**config.mk**
```make
export PLATFORM = sky130hd
export DESIGN_NAME = conf_merge_arbiter
export DESIGN_NICKNAME = d
export VERILOG_FILES = /design/src/rtl/conf_merge_pkg.sv /design/src/rtl/rr_pick_n.sv /design/src/rtl/conf_merge_arbiter.sv
export SDC_FILE = /design/constraint.sdc
export NUM_CORES = 1
export LEC_CHECK = 0
export CORE_ASPECT_RATIO = 1.75
export CORE_MARGIN = 3
export CORE_UTILIZATION = 53
export DETAILED_ROUTE_END_ITERATION = 10
export PLACE_DENSITY = 0.82
export SLEW_MARGIN = 20
export SYNTH_ARGS = -nofsm -noshare
export SYNTH_HDL_FRONTEND = slang
export SYNTH_SLANG_ARGS = --single-unit
```
**constraint.sdc**
```tcl
create_clock -name clk -period 2.1 [get_ports clk]
set_input_delay 0.42 -clock clk [delete_from_list [all_inputs] [get_ports clk]]
set_output_delay 0.42 -clock clk [all_outputs]
set_load 0.1 [all_outputs]
```
**src/rtl/conf_merge_pkg.sv**
```systemverilog
// ---------------------------------------------------------------------------
// conf_merge_pkg
// Shared types and constants for the configuration merge arbiter.
//   state_t      : arbiter FSM state encoding (2 bits)
//   ERR_*        : bit positions inside the sticky error vector
// ---------------------------------------------------------------------------
package conf_merge_pkg;

    typedef enum logic [1:0] {
        IDLE      = 2'd0,
        DRIVE     = 2'd1,
        WAIT_FREE = 2'd2,
        RELEASE   = 2'd3
    } state_t;

    localparam int ERR_OVERRUN  = 0;
    localparam int ERR_SPURIOUS = 1;
    localparam int ERR_TIMEOUT  = 2;
    localparam int ERR_W        = 3;

endpackage

```
**src/rtl/rr_pick_n.sv**
```systemverilog
// ---------------------------------------------------------------------------
// rr_pick_n
// Combinational round-robin picker. Searches req upward starting one past
// ptr, wrapping at N_PORTS-1, and returns the first set bit.
// Ports:
//   req  in  N_PORTS  request vector
//   ptr  in  IDX_W    index of the most recently served port
//   any  out 1        at least one request is set
//   idx  out IDX_W    selected port (0 when any is low)
// ---------------------------------------------------------------------------
module rr_pick_n
    import conf_merge_pkg::*;
#(
    parameter int N_PORTS = 4,
    parameter int IDX_W   = $clog2(N_PORTS)
) (
    input  logic [N_PORTS-1:0] req,
    input  logic [IDX_W-1:0]   ptr,
    output logic               any,
    output logic [IDX_W-1:0]   idx
);

    localparam logic [IDX_W-1:0] LAST = IDX_W'(N_PORTS - 1);

    always_comb begin
        logic [IDX_W-1:0] k;
        any = 1'b0;
        idx = '0;
        k   = ptr;
        // Walk N_PORTS candidates; the wrap compare keeps k in range even
        // when N_PORTS is not a power of two.
        for (int i = 0; i < N_PORTS; i++) begin
            k = (k == LAST) ? '0 : k + IDX_W'(1);
            if (!any && req[k]) begin
                any = 1'b1;
                idx = k;
            end
        end
    end

endmodule

```
**src/rtl/conf_merge_arbiter.sv**
```systemverilog
// ---------------------------------------------------------------------------
// conf_merge_arbiter
// Shares one downstream drive/free channel between N_PORTS requesters with
// round-robin fairness and a single outstanding transaction. Detects
// overrun, spurious free and resource timeout (forced release).
// Ports:
//   clk            in   system clock
//   rst            in   asynchronous active-high reset
//   i_drive        in   per-port one-cycle request pulses
//   o_free         out  one-cycle completion pulse to the served port
//   o_driveNext    out  one-cycle drive pulse to the shared resource
//   i_freeNext     in   one-cycle completion pulse from the resource
//   o_owner        out  index of the served port (valid while o_busy)
//   o_busy         out  high from grant until release completes
//   i_clr_err      in   synchronous clear of the sticky error flags
//   o_err_overrun  out  sticky: request while the same port was pending
//   o_err_spurious out  sticky: i_freeNext outside WAIT_FREE
//   o_err_timeout  out  sticky: forced release occurred
//
// state     | meaning
// ----------+--------------------------------------------------------------
// IDLE      | no transaction; grant the next pending port round-robin
// DRIVE     | o_driveNext high for this cycle; timeout counter cleared
// WAIT_FREE | waiting for i_freeNext, counting toward forced release
// RELEASE   | o_free[owner] high for this cycle; rr pointer moves to owner
// ---------------------------------------------------------------------------
module conf_merge_arbiter
    import conf_merge_pkg::*;
#(
    parameter int N_PORTS = 4,
    parameter int IDX_W   = $clog2(N_PORTS),
    parameter int TIMEOUT = 255,
    parameter int TO_W    = 8
) (
    input  logic               clk,
    input  logic               rst,
    input  logic [N_PORTS-1:0] i_drive,
    output logic [N_PORTS-1:0] o_free,
    output logic               o_driveNext,
    input  logic               i_freeNext,
    output logic [IDX_W-1:0]   o_owner,
    output logic               o_busy,
    input  logic               i_clr_err,
    output logic               o_err_overrun,
    output logic               o_err_spurious,
    output logic               o_err_timeout
);

    localparam logic [N_PORTS-1:0] ONE_HOT0 = N_PORTS'(1);
    localparam logic [IDX_W-1:0]   PTR_RST  = IDX_W'(N_PORTS - 1);
    localparam bit                 TO_EN    = (TIMEOUT != 0);
    localparam logic [TO_W-1:0]    TO_LAST  = TO_EN ? TO_W'(TIMEOUT - 1) : '0;

    state_t             state;
    logic [N_PORTS-1:0] pend;
    logic [N_PORTS-1:0] pend_next;
    logic [N_PORTS-1:0] grant_mask;
    logic [IDX_W-1:0]   rr_ptr;
    logic [IDX_W-1:0]   pick_idx;
    logic               pick_any;
    logic               grant;
    logic               to_fire;
    logic [TO_W-1:0]    cnt;
    logic [ERR_W-1:0]   err;
    logic [ERR_W-1:0]   err_evt;
    logic [ERR_W-1:0]   err_next;

    rr_pick_n #(
        .N_PORTS (N_PORTS),
        .IDX_W   (IDX_W)
    ) u_pick (
        .req (pend),
        .ptr (rr_ptr),
        .any (pick_any),
        .idx (pick_idx)
    );

    always_comb begin
        grant      = (state == IDLE) && pick_any;
        grant_mask = grant ? (ONE_HOT0 << pick_idx) : '0;

        // The grant only sees pend as registered, so a pulse arriving in the
        // grant cycle lands in pend for the next decision. A pulse on a port
        // that is already pending is dropped and flagged.
        pend_next = (pend & ~grant_mask) | (i_drive & ~pend);

        to_fire = TO_EN && (state == WAIT_FREE) && !i_freeNext && (cnt == TO_LAST);

        err_evt               = '0;
        err_evt[ERR_OVERRUN]  = |(i_drive & pend);
        err_evt[ERR_SPURIOUS] = i_freeNext && (state != WAIT_FREE);
        err_evt[ERR_TIMEOUT]  = to_fire;

        // A new error event wins over a clear in the same cycle.
        err_next = (i_clr_err ? '0 : err) | err_evt;
    end

    always_ff @(posedge clk or posedge rst) begin
        if (rst) begin
            state       <= IDLE;
            pend        <= '0;
            rr_ptr      <= PTR_RST;
            cnt         <= '0;
            o_owner     <= '0;
            o_busy      <= 1'b0;
            o_driveNext <= 1'b0;
            o_free      <= '0;
            err         <= '0;
        end else begin
            pend        <= pend_next;
            err         <= err_next;
            o_driveNext <= 1'b0;
            o_free      <= '0;

            case (state)
                IDLE: begin
                    if (grant) begin
                        o_owner     <= pick_idx;
                        o_busy      <= 1'b1;
                        o_driveNext <= 1'b1;
                        state       <= DRIVE;
                    end
                end
                DRIVE: begin
                    cnt   <= '0;
                    state <= WAIT_FREE;
                end
                WAIT_FREE: begin
                    if (i_freeNext || to_fire) begin
                        o_free <= ONE_HOT0 << o_owner;
                        state  <= RELEASE;
                    end else begin
                        cnt <= cnt + TO_W'(1);
                    end
                end
                RELEASE: begin
                    rr_ptr <= o_owner;
                    o_busy <= 1'b0;
                    state  <= IDLE;
                end
                default: state <= IDLE;
            endcase
        end
    end

    assign o_err_overrun  = err[ERR_OVERRUN];
    assign o_err_spurious = err[ERR_SPURIOUS];
    assign o_err_timeout  = err[ERR_TIMEOUT];

endmodule

```
==> results of run 1 <==
## per-layer routing
metal / vias up / global-route usage, %
li1: 526 / -
met1: 545 / 23.56
met2: 22 / 37.01
met3: 7 / 1.728
met4: 0 / 11.07
met5: - / 0
## placed cells by master, fill, tap and decap left out, types with 2 or more instances in the layout
cell type and n:
dfrtp_1 25, inv_1 9, or3_1 2, nor4_1 2, nor2_1 5, buf_4 13
dfstp_2 2, o21ai_1 4, mux2i_1 2, ha_1 8, o22a_1 2, nor3b_1 2
nand2_1 10, clkdlybuf4s50_1 7, mux2_2 2, nand4_1 3, clkbuf_8 3, o21ai_0 4
nor3_1 3, a21oi_1 5, nand3_1 11
## state kept, by name, summed over array words and instances (netlist names)
name         count
state            2
o_owner          2
o_driveNext      1
o_free           4
pend             4
cnt              8
rr_ptr           2
o_busy           1
err              3
## synth_stat cells, types with 2 or more instances
library cell,n
dfrtp_1,25
nand3_1,11
nand2_1,10
inv_1,9
ha_1,8
a21oi_1,5
nor2_1,5
o21ai_0,4
o21ai_1,4
nand4_1,3
nor3_1,3
dfstp_2,2
mux2_2,2
mux2i_1,2
nor3b_1,2
nor4_1,2
o22a_1,2
or3_1,2
## cell families after synthesis
logic type | Yosys count
AO/OA/AOI/OAI | 31
AND/OR/NAND/NOR | 48
buffers and inverters | 11
flip-flops | 27
adder cells (fa/ha/maj) | 8
multiplexers | 4
## cell type report
| type | count | area [um^2] |
|---|---|---|
| fillers | 191 | 765.7 |
| well taps | 25 | 31.28 |
| multi-input cells | 91 | 636.9 |
| repair buffers | 20 | 167.7 |
| flip-flops and latches | 27 | 678.2 |
| clock buffers | 3 | 41.29 |
| inverters | 9 | 33.78 |
| clock inverters | 1 | 5.005 |
## final timing paths
path | from | to | slack [ps] | cells after the start
max in group asynchronous | rst | rr_ptr[1] | 1300 | 3
setup / recovery | rr_ptr[0] | pend[0] | 190 | 4
hold / removal | rst | o_free[1] | 500 | 3
min in group clk | err[2] | err[2] | 510 | 1
hold reg to reg | err[2] | err[2] | 510 | 1
setup reg to reg | rr_ptr[0] | pend[0] | 190 | 4
## critical path, cell delays in order, from the launching register on
cell      delay (ps)
dfstp_2          600
ha_1             310
o311a_1          340
o311ai_1         390
o22a_1           200
## stage by stage
step / util [%] / total power, mW / setup slack [ps]
floorplan: - / 1.786 / 391.6
global placement: 65.59 / 2.031 / 286.3
detailed placement: 65.59 / 2.079 / 237.3
CTS: 67.55 / 2.373 / 209.8
global route: 67.55 / 2.515 / 106.9
finish: 67.55 / 2.361 / 188.6
## where the power goes
part | total [mW] | internal, mW | switching (mW)
Combinational | 1.23 | 0.403 | 0.831
Clock | 0.295 | 0.133 | 0.162
Sequential | 0.833 | 0.672 | 0.161
==> out/summary.txt, run 1 <==
status: finished, final reports clean
routability cong.: 0.8872
Clk Latency, worst-skew pair: 270 ps
#FFs+latches synth: 27
Setup crit end kind: flop
diode count: 0
Cell Count, Final, Fillers Out: 176
postcts setup bufs: 0
largest cells by area after synthesis: dfrtp_1 46%, ha_1 7.3%, nand3_1 4.0%
Die Ht: 73.14 um
# setup viols final: 0
top_reg_cell synth: dfrtp_1
Die ar.: 0.003245 mm^2
Mapped Area: 0.001365 mm^2
H-tree depth: 1
fmax: 0.5232 GHz
area share of the largest cell type after synthesis: 45.83%
antenna-violating nets left: 0
Worst-path clk slew: 90 ps
Leakage: 0.7351 nW
CTS sink cnt: 27
initial core utilization: 57.85%
DR vias: 1100
register area share after synthesis: 49.68%
cell accounting for the most synthesized area: dfrtp_1
CTS Root Cell: clkbuf_8
Synth Instances: 129
WL/cell: 16.35 um
RSZ-0062 raised after global routing: false
xor-xnor portion of the synthesized cell area: 0%
clock buffer depth: 2
startpoint class of the critical path: flop
Max IR drop VDD: 0.9910 mV
Via-to-Cell Ratio: 6.250
DR iter-0 viols: 24
cts repair resizes: 0
vias in the first global route: 1157
Worst EP required: 2320 ps
wire length on met3: 71 um
CTS tree: built
CTS buffer count: 3
number of port buffers: 18
largest net degree at the start of global routing: 28
syn_area_per_cell: 10.58 um^2
Setup Skew: 3.140 ps
YS warnings: 0
# hold bufs at CTS: 0
crit path time final: 1911 ps
largest family of logic cells by synthesized area: simple AND/OR/NAND/NOR gates
detailed-route wire length: 2878 um
syn nets: 145
Detailed Place HPWL: 2241 um
layout cell share with drive strength beyond 1: 15.89%
Synth Area in Compound Gates: 16.50%
Final Hold Viols: 0
dpl cell area: 0.001548 mm^2
Placed Instances: 172
critical setup path kind: reg -> reg
setup TNS: 0 ps
worst-path fanout max: 6
PD cells: 1481 mW/mm^2
aggregate global routing overflow: 0
gr usage total: 20.77%
Site Rows: 23
final net count: 168
Hold Path Class: in -> async
slew margin rel.: 64.52%
measured slew at the worst slew-check pin: 530.5 ps
iteration count of the initial detailed-routing pass: 4
mux cell area share after synthesis: 3.116%
# DRC: 0
fin. max-slew vios: 0
Core Box Area: 0.002360 mm^2
Layout area overhead: 16.77%
Distinct cells, synth: 46
number of enable flip-flop cells after synthesis: 0
MaxCap Viol Count: 0
initial antenna violation count: 0
crit path DAT: 2130 ps
highest layer used for signal routing: met4
Synth Area in Adders: 7.333%
period utilization: 91.02%
I/O Pins: 19
metal2 WL: 1642 um
asr flop ratio synth: 100.0%
width of the die: 44.37 um
wl on met1: 1092 um
fin area: 0.001594 mm^2
Simple-Gate Fraction of Synth Area: 19.71%
first-pass GRT wire length: 5037 um
hold_ws: 497.2 ps
No activity file was read; power rests on OpenSTA's default activity.
==> inputs of run 2 (changes only) <==
- CORE_MARGIN: 3 -> 2
==> out/summary.txt, run 2 (same netlist as run 1, synthesis figures left out) <==
slowest cell delay on critical path: 590 ps
fin. max-slew vios: 0
Hold Path Class: in -> async
diode count: 0
RSZ-0062 raised after global routing: false
crit path DAT: 2050 ps
CTS tree: built
antenna-violating nets left: 0
first-pass GRT wire length: 4871 um
routability cong.: 0.8047
DR vias: 1081
Final Hold Viols: 0
Largest regs: cnt (8), o_free (4), pend (4)
Via-to-Cell Ratio: 6.107
crit path time final: 1904 ps
clock buffer depth: 2
Setup Skew: 1.800 ps
Setup crit end kind: flop
worst-path cell chain: ha_1, o311a_1, nor4_2, a21oi_1
wire length on met3: 57 um
slew margin rel.: 65.50%
Worst-path clk slew: 90 ps
detailed-route wire length: 2702 um
layout cell share with drive strength beyond 1: 15.89%
iteration count of the initial detailed-routing pass: 4
max reg flops: 8
critical setup path kind: reg -> reg
largest net degree at the start of global routing: 28
initial core utilization: 55.44%
Max IR drop VDD: 1.381 mV
Clk Latency, worst-skew pair: 270 ps
I/O Pins: 19
MaxCap Viol Count: 0
aggregate global routing overflow: 0
gr usage total: 21.10%
# hold bufs at CTS: 0
vias in the first global route: 1097
measured slew at the worst slew-check pin: 515.8 ps
# DRC: 0
commonest non-fill, non-tap cell in the layout: dfrtp_1
CTS buffer count: 3
initial antenna violation count: 0
setup TNS: 0 ps
startpoint class of the critical path: flop
Site Rows: 24
fmax: 0.5253 GHz
width of the die: 42.37 um
Leakage: 0.7351 nW
most frequent cells in the layout: 25 x dfrtp_1, 13 x buf_4, 11 x nand3_1
highest layer used for signal routing: met4
PD cells: 1470 mW/mm^2
cts repair resizes: 0
Reg with most FFs: cnt
Die ar.: 0.003014 mm^2
WL/cell: 15.27 um
register area: 678.2 um^2
CTS sink cnt: 27
Detailed Place HPWL: 2133 um
metal2 WL: 1554 um
DR iter-0 viols: 36
wl on met1: 1031 um
fill cell count: 208
postcts setup bufs: 0
number of port buffers: 18
H-tree depth: 1
CTS Root Cell: clkbuf_8
worst-path fanout max: 6
Layout area overhead: 16.87%
Die Ht: 71.14 um
status: finished, final reports clean
period utilization: 90.66%
Final Util: 64.79%
area of the multi-input gates: 636.9 um^2
# setup viols final: 0
CP max-delay cell: dfstp_2
Core Box Area: 0.002462 mm^2
final net count: 168
Worst EP required: 2240 ps
==> run 2: metrics by stage <==
stage / power (mW) / setup slack, ps / cells / cell area, um^2 / hold WS [ps]
global route: 2.511 / 64.78 / 177 / 1595 / 536.5
floorplan: 1.786 / 391.6 / 129 / 1365 / 471.2
global placement: 2.027 / 205.2 / 173 / 1549 / 484.0
CTS: 2.365 / 196.3 / 177 / 1595 / 511.5
finish: 2.345 / 196.2 / 177 / 1595 / 497.1
detailed placement: 2.079 / 163.3 / 173 / 1549 / 491.4
==> run 2: worst paths after layout <==
kind	cells past startpoint	start	end	slack, ps
max	4	rr_ptr[0]	pend[3]	200
min	3	rst	err[1]	500
max reg2reg	4	rr_ptr[0]	pend[3]	200
min reg2reg	1	err[2]	err[2]	500
max in group asynchronous	3	rst	rr_ptr[1]	1300
min in group clk	1	err[2]	err[2]	500
==> run 2: cell type report <==
cell class,instances,share of cell area (%)
Multi-Input combinational cell,91,39.92
Sequential cell,27,42.51
Inverter,9,2.118
Clock inverter,1,0.3137
Timing Repair Buffer,20,10.51
Tap cell,26,2.039
Clock buffer,3,2.588
==> run 2: per-layer routing <==
metal  global-route usage [%]  vias up
met5                        0        -
met4                    9.375        0
met3                    2.041        6
met2                    38.46       15
met1                    24.20      535
li1                         -      525
==> run 2: worst max-delay path: cells and delay by family, from the launching register on <==
family,cells,cell delay [ps]
adder cells (fa/ha/maj),1,300
AO/OA/AOI/OAI,2,460
AND/OR/NAND/NOR,1,430
flip-flops,1,590
==> run 2: power breakdown <==
group | internal (mW) | switching [mW] | total, mW
clock | 0.133 | 0.153 | 0.286
combinational | 0.403 | 0.829 | 1.23
sequential | 0.672 | 0.155 | 0.827
